**src/rtl/lifegame_frame_sequencer.sv**
```systemverilog
// Life-game board memory sequencer on the pixel clock.
// Seeds the board, then arbitrates the memory port between scan-out and update.
module lifegame_frame_sequencer #(
    parameter int COLS        = 64,
    parameter int ROWS        = 48,
    parameter int GEN_DIV     = 4,
    parameter int UPD_TIMEOUT = 65535,
    localparam int N          = COLS * ROWS,
    localparam int AW         = $clog2(N)
) (
    input  logic          clk,
    input  logic          rst,
    input  logic          seed_bit,
    input  logic          frame_start,
    input  logic          run,
    input  logic          step,
    input  logic          reseed,
    input  logic          upd_done,
    output logic          upd_start,
    output logic          wr_en,
    output logic [AW-1:0] wr_addr,
    output logic          wr_data,
    output logic          vga_own,
    output logic          busy,
    output logic [15:0]   gen_count,
    output logic          err
);

    localparam int FW = (GEN_DIV > 1) ? $clog2(GEN_DIV) : 1;
    localparam int TW = $clog2(UPD_TIMEOUT + 1);

    typedef enum logic [1:0] {
        SEED,
        IDLE,
        UPDATE
    } state_t;

    state_t        state, state_nxt;
    logic          wr_en_nxt;
    logic [AW-1:0] wr_addr_nxt;
    logic          upd_start_nxt;
    logic          vga_own_nxt;
    logic          busy_nxt;
    logic [15:0]   gen_count_nxt;
    logic          err_nxt;
    logic [FW-1:0] frame_cnt, frame_cnt_nxt;
    logic          step_pend, step_pend_nxt;
    logic          reseed_pend, reseed_pend_nxt;
    logic [TW-1:0] tcnt, tcnt_nxt;

    // Seed data only reaches memory while the seed strobe is active
    assign wr_data = seed_bit & wr_en;

    // State and registered outputs; reset restarts seeding from address 0
    always_ff @(posedge clk) begin
        if (!rst) begin
            state       <= SEED;
            wr_en       <= 1'b0;
            wr_addr     <= '0;
            upd_start   <= 1'b0;
            vga_own     <= 1'b0;
            busy        <= 1'b1;
            gen_count   <= '0;
            err         <= 1'b0;
            frame_cnt   <= '0;
            step_pend   <= 1'b0;
            reseed_pend <= 1'b0;
            tcnt        <= '0;
        end else begin
            state       <= state_nxt;
            wr_en       <= wr_en_nxt;
            wr_addr     <= wr_addr_nxt;
            upd_start   <= upd_start_nxt;
            vga_own     <= vga_own_nxt;
            busy        <= busy_nxt;
            gen_count   <= gen_count_nxt;
            err         <= err_nxt;
            frame_cnt   <= frame_cnt_nxt;
            step_pend   <= step_pend_nxt;
            reseed_pend <= reseed_pend_nxt;
            tcnt        <= tcnt_nxt;
        end
    end

    // Next-state logic: seed sweep, frame-boundary scheduling, update watchdog
    always_comb begin
        state_nxt       = state;
        wr_en_nxt       = wr_en;
        wr_addr_nxt     = wr_addr;
        upd_start_nxt   = 1'b0;
        vga_own_nxt     = vga_own;
        busy_nxt        = busy;
        gen_count_nxt   = gen_count;
        err_nxt         = err;
        frame_cnt_nxt   = frame_cnt;
        step_pend_nxt   = step_pend;
        reseed_pend_nxt = reseed_pend;
        tcnt_nxt        = tcnt;

        unique case (state)
            SEED: begin
                if (!wr_en) begin
                    wr_en_nxt   = 1'b1;
                    wr_addr_nxt = '0;
                end else if (wr_addr != AW'(N - 1)) begin
                    wr_addr_nxt = wr_addr + AW'(1);
                end else begin
                    wr_en_nxt   = 1'b0;
                    wr_addr_nxt = '0;
                    state_nxt   = IDLE;
                    vga_own_nxt = 1'b1;
                    busy_nxt    = 1'b0;
                end
            end
            IDLE: begin
                if (frame_start) begin
                    if (reseed_pend) begin
                        state_nxt       = SEED;
                        gen_count_nxt   = '0;
                        frame_cnt_nxt   = '0;
                        reseed_pend_nxt = 1'b0;
                        step_pend_nxt   = 1'b0;
                        vga_own_nxt     = 1'b0;
                        busy_nxt        = 1'b1;
                    end else if (step_pend ||
                                 (run && frame_cnt == FW'(GEN_DIV - 1))) begin
                        state_nxt     = UPDATE;
                        upd_start_nxt = 1'b1;
                        vga_own_nxt   = 1'b0;
                        busy_nxt      = 1'b1;
                        frame_cnt_nxt = '0;
                        step_pend_nxt = 1'b0;
                        tcnt_nxt      = '0;
                    end else if (run) begin
                        frame_cnt_nxt = frame_cnt + FW'(1);
                    end
                end
            end
            UPDATE: begin
                tcnt_nxt = tcnt + TW'(1);
                // The engine cannot be done in the cycle it is being started
                if (upd_done && !upd_start) begin
                    state_nxt     = IDLE;
                    gen_count_nxt = gen_count + 16'd1;
                    vga_own_nxt   = 1'b1;
                    busy_nxt      = 1'b0;
                end else if (tcnt == TW'(UPD_TIMEOUT - 1)) begin
                    err_nxt     = 1'b1;
                    state_nxt   = IDLE;
                    vga_own_nxt = 1'b1;
                    busy_nxt    = 1'b0;
                end
            end
            default: begin
                state_nxt = SEED;
            end
        endcase

        // Requests are latched after the state actions so a new one is never lost
        if (step && !run && state != SEED) begin
            step_pend_nxt = 1'b1;
        end
        if (reseed) begin
            reseed_pend_nxt = 1'b1;
        end
    end

endmodule

```
**config.mk**
```make
export PLATFORM = sky130hd
export DESIGN_NAME = lifegame_frame_sequencer
export DESIGN_NICKNAME = d
export VERILOG_FILES = /design/src/rtl/lifegame_frame_sequencer.sv
export SDC_FILE = /design/constraint.sdc
export NUM_CORES = 1
export LEC_CHECK = 0
export ABC_AREA = 1
export CAP_MARGIN = 0
export CORE_MARGIN = 3
export CORE_UTILIZATION = 40
export DETAILED_ROUTE_END_ITERATION = 10
export DONT_BUFFER_PORTS = 1
export SYNTH_ARGS = -nofsm -noshare
export SYNTH_HDL_FRONTEND = slang
export SYNTH_SLANG_ARGS = --single-unit
```
**constraint.sdc**
```tcl
create_clock -name clk -period 1.35 [get_ports clk]
set_input_delay 0.135 -clock clk [delete_from_list [all_inputs] [get_ports clk]]
set_output_delay 0.135 -clock clk [all_outputs]
set_load 0.03 [all_outputs]
```
==> impl_metrics.json, run 1 <==
{
  "outcome": "complete, but fails checks",
  "failed_checks": "setup timing",
  "io_pins": 42,
  "worst_pin_slew_ns": 0.813,
  "cts_max_level": 2,
  "syn-cell-area_sq_um": 2780,
  "cts_sinks": 55,
  "cp_cell_sequence": "inv_2, ha_4, nand2_2, nor2_2, nand2_2, o21bai_4, nand2_2, o21ai_1, nand3_1",
  "hold_class": "primary input to register",
  "ys_types": 31,
  "vias": 3058,
  "irDropWorstVdd_mv": 0.413,
  "via_per_inst": 5.24,
  "drt_pass1_iterations": 4,
  "clk_path_buf_depth": 2,
  "syn_to_final_growth_pct": 51.8,
  "synth_top_family_by_area": "simple AND/OR/NAND/NOR gates",
  "critPathRequiredTime_ns": 1.53,
  "drive_gt1_share_pct": 43.2,
  "cts_tree": "yes",
  "whs_ns": 0.0322,
  "cp-end-kind": "register",
  "grt_max_degree": 20,
  "worst_slack_ns": -0.127,
  "ys_ff_latch": 55,
  "rsz0062_at_grt": "true",
  "powerDensity_nw_per_um2": 684,
  "start_kind": "register",
  "crit_top_cell": "nand2_2",
  "start_util_pct": 42.6,
  "avgRoutedWirePerCell_microns": 13.9,
  "drt_iter0_markers": 105,
  "synthXorXnorAreaFrac_pct": 0.629,
  "syn_area_per_cell_sq_um": 6.86,
  "antenna-diode-count": 0,
  "rows": 29,
  "antenna_found_initial": 0,
  "p_seq_share_pct": 56.2,
  "clock_latency_ns": 0.31,
  "clkTransAtPathRegs_ns": 0.10,
  "numPortBuffers": 0,
  "p_int_w": 0.00223,
  "fin_nets": 519,
  "gp_congestion": 0.814,
  "grt_pass1_wl_microns": 12100,
  "skew_ns": 0.0114,
  "dp_hpwl_microns": 5280,
  "ant_nets": 0,
  "die_h_microns": 89.4,
  "path_class": "register to register",
  "slowest_delay_ns": 0.38,
  "coreArea_sq_um": 6530,
  "worst-path-buf-inv": 1,
  "path_delay_family": "simple AND/OR/NAND/NOR gates",
  "hold_viol": 0,
  "grt_pass1_vias": 2667,
  "syn-num-nets": 419,
  "p_sw_share_pct": 22.8,
  "setup_viol": 18,
  "totalWireLength_microns": 8100,
  "postSynthCellCount": 406,
  "synthMuxAreaShare_pct": 0,
  "drc": 0,
  "max_freq_ghz": 0.677,
  "cap_violations": 0,
  "synth-simple-area-share_pct": 33.2,
  "crit_fanout": 6,
  "p_comb_share_pct": 5.3,
  "slowest_stage": "dfxtp_4",
  "period_share_pct": 109,
  "yosys_warnings": 0,
  "clockPowerShare_pct": 38.4,
  "cts_root_buf": "clkbuf_8",
  "synthAdderAreaFrac_pct": 2.25,
  "seq_area_frac_synth_pct": 39.6,
  "arrival_ns": 1.65,
  "grt_usage_pct": 19.1,
  "pre_cts_slack_ns": -0.0988,
  "slew_headroom_pct": 45.8,
  "drv_slew": 0,
  "p_switching_w": 0.000659,
  "die_w_microns": 89.4,
  "cts_buffers": 5,
  "synth_compound_area_share_pct": 16.3,
  "min_period_ns": 1.48,
  "grt-ovfl-total": 0,
  "p_leak_nw": 1.71,
  "die_area_sq_um": 8000
}
final timing paths:
path | from | end | slack, ns | depth (start not counted)
setup / recovery | tcnt[0]$_SDFFE_PN0P_ | busy$_SDFFE_PN1P_ | -0.13 | 9
hold / removal | run | step_pend$_SDFFE_PN0P_ | 0.03 | 3
setup reg to reg | tcnt[0]$_SDFFE_PN0P_ | busy$_SDFFE_PN1P_ | -0.13 | 9
hold reg to reg | frame_cnt[1]$_SDFFE_PN0P_ | frame_cnt[1]$_SDFFE_PN0P_ | 0.49 | 2
metrics by stage:
step           instance area, sq um  instances  TNS (ns)  util [%]  total power [W]
4_1_cts                        3750        568    -0.175      57.4          0.00289
2_1_floorplan                  2850        406   -0.0245         -          0.00175
5_1_grt                        4230        584     -3.67      64.7          0.00298
3_3_place_gp                   3540        555    -0.526      54.1          0.00177
6_report                       4230        584    -0.865      64.7          0.00289
3_5_place_dp                   3540        555    -0.848      54.1          0.00178
Yosys cell counts:
| cell type | number | share of area [%] |
|---|---|---|
| nor3b_1 | 2 | 0.54 |
| xor2_1 | 2 | 0.63 |
| o21ai_1 | 3 | 0.54 |
| a211oi_1 | 4 | 1.1 |
| buf_2 | 3 | 0.54 |
| ha_1 | 5 | 2.2 |
| nand2_4 | 2 | 0.81 |
| nand3_2 | 2 | 0.72 |
| nand4_1 | 10 | 2.2 |
| a31oi_1 | 4 | 0.90 |
| nand3b_1 | 1 | 0.27 |
| nand3_1 | 26 | 4.7 |
| nor2_4 | 3 | 1.2 |
| o21bai_4 | 1 | 0.67 |
| clkbuf_1 | 4 | 0.54 |
| nor2_8 | 1 | 0.72 |
| dfxtp_1 | 55 | 40 |
| or2_2 | 1 | 0.22 |
| nand2_2 | 2 | 0.45 |
| inv_1 | 50 | 6.7 |
| nor3_1 | 12 | 2.2 |
| inv_2 | 2 | 0.27 |
| o21bai_1 | 1 | 0.27 |
| nor2_2 | 2 | 0.45 |
| o21ai_0 | 26 | 4.7 |
| nand2_1 | 93 | 13 |
| o21a_1 | 2 | 0.54 |
| a21oi_1 | 41 | 7.4 |
| nor2_1 | 44 | 5.9 |
| and3_1 | 1 | 0.22 |
| a22oi_1 | 1 | 0.27 |
power groups by stage:
stage,registers [W],clock network [W],logic (W)
6_report,0.00162,0.00111,0.000153
5_1_grt,0.00163,0.00118,0.000170
4_1_cts,0.00163,0.00113,0.000126
3_5_place_dp,0.00167,0,0.000108
3_3_place_gp,0.00167,0,0.000107
2_1_floorplan,0.00168,0,0.0000653
area by class of cell:
cell class                      count  area (sq um)
Clock inverter                      1          30.0
Sequential cell                    55          1150
Multi-Input combinational cell    292          1830
Clock buffer                        7          76.3
Fill cell                         536          2310
Tap cell                           77          96.3
Timing Repair Buffer              100           827
Inverter                           52           211
kinds of logic after synthesis:
| family | count (synthesis) |
|---|---|
| adders and majority gates | 5 |
| buffers and inverters | 59 |
| xor gates and xnor gates | 2 |
| DFF | 55 |
| and+or+nand+nor | 202 |
| AOI/OAI and AO/OA | 83 |
flip-flops by register name, indices dropped and copies added (netlist names):
signal and count:
err 1, vga_own 1, wr_addr 12, wr_en 1
busy 1, step_pend 1, frame_cnt 2, gen_count 16
upd_start 1, reseed_pend 1, state 2, tcnt 16
per-layer routing:
| layer | wire (microns) | track usage [%] |
|---|---|---|
| met5 | 0 | 0 |
| met4 | 91 | 4.60 |
| met3 | 318 | 3.78 |
| met2 | 4160 | 32.2 |
| met1 | 3520 | 25.0 |
timing repair:
action	4_1_cts	5_1_grt
endpoints found under the hold margin	22	0
endpoints found under the setup margin	36	49
setup buffers	2	16
resized for setup	26	110
hold buffers	3	0
pin swaps	6	32
cells in the final DEF (no fill, tap or decap), types with 12 or more instances in the layout:
master	count
a21oi_1	31
buf_4	84
dfxtp_1	28
dfxtp_2	19
inv_1	40
nand2_1	79
nand3_1	13
nor2_1	32
o21ai_0	12
o21ai_1	15
worst register-to-register path, delay by kind of cell (launching register included):
kind / cells / cell delay (ns)
AND/OR/NAND/NOR: 5 / 0.41
flip-flops: 1 / 0.38
buffers and inverters: 1 / 0.08
adder cells (fa/ha/maj): 1 / 0.13
AO/OA/AOI/OAI: 2 / 0.34
No activity file was read; power rests on OpenSTA's default activity.
==> run 2, diff against run 1 <==
--- a/config.mk
+++ b/config.mk
@@ -7,10 +7,13 @@
 export LEC_CHECK = 0
 export ABC_AREA = 1
 export CAP_MARGIN = 0
+export CELL_PAD_IN_SITES_DETAIL_PLACEMENT = 0
+export CELL_PAD_IN_SITES_GLOBAL_PLACEMENT = 1
 export CORE_MARGIN = 3
 export CORE_UTILIZATION = 40
 export DETAILED_ROUTE_END_ITERATION = 10
 export DONT_BUFFER_PORTS = 1
+export PLACE_DENSITY_LB_ADDON = 0.1
 export SYNTH_ARGS = -nofsm -noshare
 export SYNTH_HDL_FRONTEND = slang
 export SYNTH_SLANG_ARGS = --single-unit
==> impl_metrics.json, run 2 (synthesized netlist as in run 1, its figures left out) <==
{
  "ant_nets": 0,
  "arrival_ns": 1.67,
  "p_switching_w": 0.000669,
  "cts_sinks": 55,
  "use_met1_pct": 25.5,
  "critPathRequiredTime_ns": 1.58,
  "die_h_microns": 89.4,
  "drt_pass1_iterations": 4,
  "io_pins": 42,
  "grt-busiest-layer": "met2",
  "die_area_sq_um": 8000,
  "r2r_end": "vga_own$_SDFFE_PN0P_",
  "cts_max_level": 2,
  "grt_pass1_vias": 2692,
  "clock_latency_ns": 0.32,
  "p_int_w": 0.00205,
  "outcome": "complete, but fails checks",
  "hold_path.startpoint": "run",
  "hold_class": "primary input to register",
  "pre_cts_slack_ns": -0.162,
  "grt_usage_pct": 19.8,
  "hold_depth": 3,
  "p_sw_share_pct": 24.6,
  "cts_buffers": 5,
  "avgRoutedWirePerCell_microns": 13.2,
  "clkTransAtPathRegs_ns": 0.11,
  "p_comb_share_pct": 5.5,
  "cap_violations": 0,
  "start_util_pct": 42.6,
  "rsz0062_at_grt": "true",
  "skew_ns": 0.0130,
  "rows": 29,
  "clockPowerShare_pct": 34.7,
  "coreArea_sq_um": 6530,
  "most-common-layout-cells": "91 x buf_4, 82 x nand2_1, 42 x inv_1",
  "hold_viol": 0,
  "syn_to_final_growth_pct": 47.0,
  "antenna-diode-count": 0,
  "irDropWorstVdd_mv": 0.429,
  "multiInputGateArea_sq_um": 1700,
  "slowest_delay_ns": 0.37,
  "r2r_cells": 9,
  "die_w_microns": 89.4,
  "reg2reg_slack_ns": -0.1,
  "antenna_found_initial": 0,
  "period_share_pct": 107,
  "grt-ovfl-total": 0,
  "drv_slew": 0,
  "min_period_ns": 1.45,
  "drive_gt1_share_pct": 38.4,
  "p_leak_nw": 1.73,
  "regToRegStartpoint": "wr_addr[0]$_SDFFE_PN0P_",
  "fin_nets": 523,
  "clk_path_buf_depth": 2,
  "slew_headroom_pct": 45.6,
  "fin_setup_tns_ns": -0.678,
  "grt_max_degree": 20,
  "via_per_inst": 5.11,
  "crit_fanout": 2,
  "p_seq_share_pct": 59.7,
  "cp-end-kind": "register",
  "min_to": "step_pend$_SDFFE_PN0P_",
  "powerDensity_nw_per_um2": 665,
  "layout.area.seq_sq_um": 1150,
  "gp_congestion": 0.859,
  "setup_viol": 17,
  "start_kind": "register",
  "cts_tree": "yes",
  "drt_iter0_markers": 88,
  "met3_usage_pct": 3.50,
  "path_class": "register to register",
  "failed_checks": "setup timing",
  "worst_pin_slew_ns": 0.816,
  "nFillCells": 601,
  "vias": 3005,
  "cp_cell_sequence": "ha_4, nand2_4, nor2_4, nand3_4, buf_4, a21oi_2, nand4_1, nand2_1, nor2_1",
  "drc": 0,
  "dp_hpwl_microns": 5310,
  "numPortBuffers": 0,
  "cts_root_buf": "clkbuf_8",
  "max_freq_ghz": 0.692,
  "gr-usage-met2_pct": 33.6,
  "slowest_stage": "dfxtp_4",
  "largestRegisters": "gen_count (16), tcnt (16), wr_addr (12)",
  "layout_commonest_cell": "buf_4",
  "totalWireLength_microns": 7760,
  "worst_slack_ns": -0.0956,
  "grt_pass1_wl_microns": 12400
}
[run 2: cell types whose count changed in the layout (fill, tap and decap cells not counted), sizes merged]
cell,delta
buf,+4
clkbuf,-1
inv,+2
bufinv,-1
[run 2: final cells by class]
class	instances	share of cell area, %
multi-input combinational	292	41.6
sequential	55	28.0
timing repair buffer	104	20.9
inverter	52	4.98
tap	77	2.35
clock buffer	6	1.77
clock inverter	2	0.367
[run 2: worst max-delay path by stage]
stage / end / cells past startpoint / from
2_1_floorplan: busy$_SDFFE_PN1P_ / 7 / wr_addr[5]$_SDFFE_PN0P_
3_3_place_gp: busy$_SDFFE_PN1P_ / 8 / tcnt[1]$_SDFFE_PN0P_
3_5_place_dp: tcnt[14]$_SDFFE_PN0P_ / 8 / tcnt[0]$_SDFFE_PN0P_
4_1_cts: wr_addr[0]$_SDFFE_PN0P_ / 9 / wr_addr[1]$_SDFFE_PN0P_
5_1_grt: vga_own$_SDFFE_PN0P_ / 9 / wr_addr[0]$_SDFFE_PN0P_
6_report: vga_own$_SDFFE_PN0P_ / 9 / wr_addr[0]$_SDFFE_PN0P_
[run 2: power groups by stage]
stage	Clock, W	Combinational (W)	Sequential, W
floorplan	0	0.0000653	0.00168
global placement	0	0.000109	0.00167
detailed placement	0	0.000110	0.00167
CTS	0.000975	0.000145	0.00163
global route	0.00105	0.000167	0.00163
finish	0.000945	0.000151	0.00163
[run 2: per-stage QoR]
step / area [sq um] / total power [W] / hold slack, ns / utilization, % / cells
2_1_floorplan: 2850 / 0.00175 / 0.252 / - / 406
3_3_place_gp: 3540 / 0.00178 / 0.227 / 54.3 / 556
3_5_place_dp: 3540 / 0.00178 / 0.227 / 54.3 / 556
4_1_cts: 3880 / 0.00274 / 0.00592 / 59.4 / 579
5_1_grt: 4090 / 0.00285 / 0.0424 / 62.7 / 588
6_report: 4090 / 0.00272 / 0.0272 / 62.7 / 588
[run 2: repair_timing]
action	CTS	global route
resized for setup	40	43
pin swaps	17	25
endpoints found under the hold margin	22	0
hold buffers	3	0
setup endpoints to repair	40	51
buffers inserted	12	9
[run 2: worst max-delay path: cells and delay by family (launching register included)]
family,cells,cell delay (ns)
compound gates,1,0.13
fa+ha+maj,1,0.14
buf+inv,1,0.15
flops,1,0.37
simple gates,6,0.59
[run 2: metal layers]
layer  routed length [microns]  up-vias  part of all wire [%]
met5                         0        -                     0
met4                       103        0                   1.3
met3                       225       10                   2.9
met2                      3890       44                    50
met1                      3540     1403                    46
li1                          -     1548                     -
==> run 3, diff against run 2 <==
--- a/config.mk
+++ b/config.mk
@@ -9,7 +9,7 @@
 export CAP_MARGIN = 0
 export CELL_PAD_IN_SITES_DETAIL_PLACEMENT = 0
 export CELL_PAD_IN_SITES_GLOBAL_PLACEMENT = 1
-export CORE_MARGIN = 3
+export CORE_MARGIN = 2
 export CORE_UTILIZATION = 40
 export DETAILED_ROUTE_END_ITERATION = 10
 export DONT_BUFFER_PORTS = 1
==> impl_metrics.json, run 3 (synthesized netlist as in run 1, its figures left out) <==
{
  "crit_fanout": 14,
  "grt_max_degree": 20,
  "hold_class": "primary input to register",
  "max_freq_ghz": 0.724,
  "start_kind": "register",
  "antenna-diode-count": 0,
  "cts_sinks": 55,
  "cts_max_level": 2,
  "numPortBuffers": 0,
  "gp_congestion": 0.809,
  "cap_violations": 0,
  "worst_pin_slew_ns": 0.796,
  "clk_path_buf_depth": 2,
  "powerDensity_nw_per_um2": 662,
  "totalWireLength_microns": 7780,
  "grt_pass1_vias": 2761,
  "multiInputGateArea_sq_um": 1820,
  "dp_hpwl_microns": 5310,
  "clkTransAtPathRegs_ns": 0.10,
  "grt-ovfl-total": 0,
  "coreArea_sq_um": 6760,
  "slowest_delay_ns": 0.41,
  "layout_commonest_cell": "buf_4",
  "arrival_ns": 1.58,
  "hold_viol": 0,
  "largestRegisters": "gen_count (16), tcnt (16), wr_addr (12)",
  "hold_path.startpoint": "run",
  "critPathRequiredTime_ns": 1.55,
  "rows": 30,
  "grt_pass1_wl_microns": 12400,
  "io_pins": 42,
  "via_per_inst": 5.04,
  "regToRegStartpoint": "state[1]$_SDFFE_PN0P_",
  "nFillCells": 650,
  "syn_to_final_growth_pct": 49.2,
  "grt_usage_pct": 20.2,
  "p_leak_nw": 1.67,
  "period_share_pct": 102,
  "irDropWorstVdd_mv": 0.399,
  "die_h_microns": 87.4,
  "min_period_ns": 1.38,
  "path_class": "register to register",
  "drt_pass1_iterations": 4,
  "layout.area.seq_sq_um": 1150,
  "start_util_pct": 41.2,
  "slew_headroom_pct": 47.0,
  "avgRoutedWirePerCell_microns": 13.3,
  "startpoint": "state[1]$_SDFFE_PN0P_",
  "drive_gt1_share_pct": 43.2,
  "outcome": "complete, but fails checks",
  "cts_buffers": 5,
  "worst-path-buf-inv": 3,
  "drt_iter0_markers": 84,
  "antenna_found_initial": 0,
  "drv_slew": 0,
  "path_delay_family": "flip-flops",
  "worst_slack_ns": -0.0315,
  "place_area_sq_um": 3530,
  "skew_ns": 0.0127,
  "die_area_sq_um": 7640,
  "most-common-layout-cells": "86 x buf_4, 82 x nand2_1, 38 x inv_1",
  "rsz0062_at_grt": "true",
  "cp-end-kind": "register",
  "fin_util_pct": 61.5,
  "clock_latency_ns": 0.31,
  "failed_checks": "setup timing",
  "slowest_stage": "dfxtp_4",
  "cp_cell_sequence": "inv_4, nor2_4, buf_4, buf_12, nand4_1, o21ai_1, a21oi_2",
  "cts_tree": "yes",
  "ant_nets": 0,
  "fin_nets": 517,
  "postLayoutCellArea_sq_um": 4150,
  "die_w_microns": 87.4,
  "setup_viol": 8,
  "cts_root_buf": "clkbuf_8",
  "vias": 2948,
  "drc": 0,
  "pre_cts_slack_ns": -0.131
}
-- run 3: cell count changes in the layout (fill, tap and decap cells not counted), moves of 3 or more --
cell,delta
dfxtp_2,+5
o21ai_1,+5
nand3_1,-11
dfxtp_1,-4
inv_1,-4
buf_4,-5
a21oi_1,-9
nand2_4,-3
a21oi_2,+9
o21ai_0,-4
nand3_2,+9
-- run 3: what timing repair did --
action / CTS / global route
gates resized for setup: 38 / 83
hold endpoints to repair: 22 / 0
setup endpoints to repair: 41 / 48
hold buffers: 3 / 0
pin swaps: 11 / 25
setup buffers: 6 / 7
cloned: 1 / 0
-- run 3: final timing paths --
| kind | slack [ns] | cells past startpoint | endpoint |
|---|---|---|---|
| setup / recovery | -0.03 | 7 | tcnt[9]$_SDFFE_PN0P_ |
| hold / removal | 0.03 | 3 | step_pend$_SDFFE_PN0P_ |
| setup reg to reg | -0.03 | 7 | tcnt[9]$_SDFFE_PN0P_ |
| hold reg to reg | 0.49 | 2 | frame_cnt[1]$_SDFFE_PN0P_ |
-- run 3: cell type report --
type                       instances  area share, %
inverter                          52           5.09
clock inverter                     1          0.211
sequential                        55           27.7
tap                               80           2.41
timing repair buffer              97           18.7
clock buffer                       7           2.08
multi-input combinational        293           43.8
-- run 3: metrics by stage --
step           instances  hold WS (ns)  power [W]  TNS [ns]
5_1_grt              585        0.0291    0.00287     -2.49
2_1_floorplan        406         0.252    0.00175   -0.0245
3_3_place_gp         560         0.225    0.00178     -1.11
3_5_place_dp         560         0.229    0.00178     -1.79
4_1_cts              578       0.00196    0.00278    -0.109
6_report             585        0.0265    0.00275    -0.130
-- run 3: worst register-to-register path, cell delays in order (launching register included) --
cell and delay [ns]:
dfxtp_4 0.41, inv_4 0.05, nor2_4 0.15, buf_4 0.14
buf_12 0.14, nand4_1 0.15, o21ai_1 0.19, a21oi_2 0.04
-- run 3: power breakdown --
| part | switching (W) | internal [W] | total, W | leakage, nW |
|---|---|---|---|---|
| Clock | 0.000557 | 0.000422 | 0.000979 | 0.0484 |
| Combinational | 0.0000914 | 0.0000511 | 0.000142 | 1.16 |
| Sequential | 0.00000876 | 0.00162 | 0.00163 | 0.459 |
-- run 3: per-layer routing --
metal | GRT usage [%] | part of all wire [%]
met5 | 0 | 0
met4 | 5.31 | 1.2
met3 | 4.17 | 3.1
met2 | 33.1 | 50
met1 | 27.1 | 45
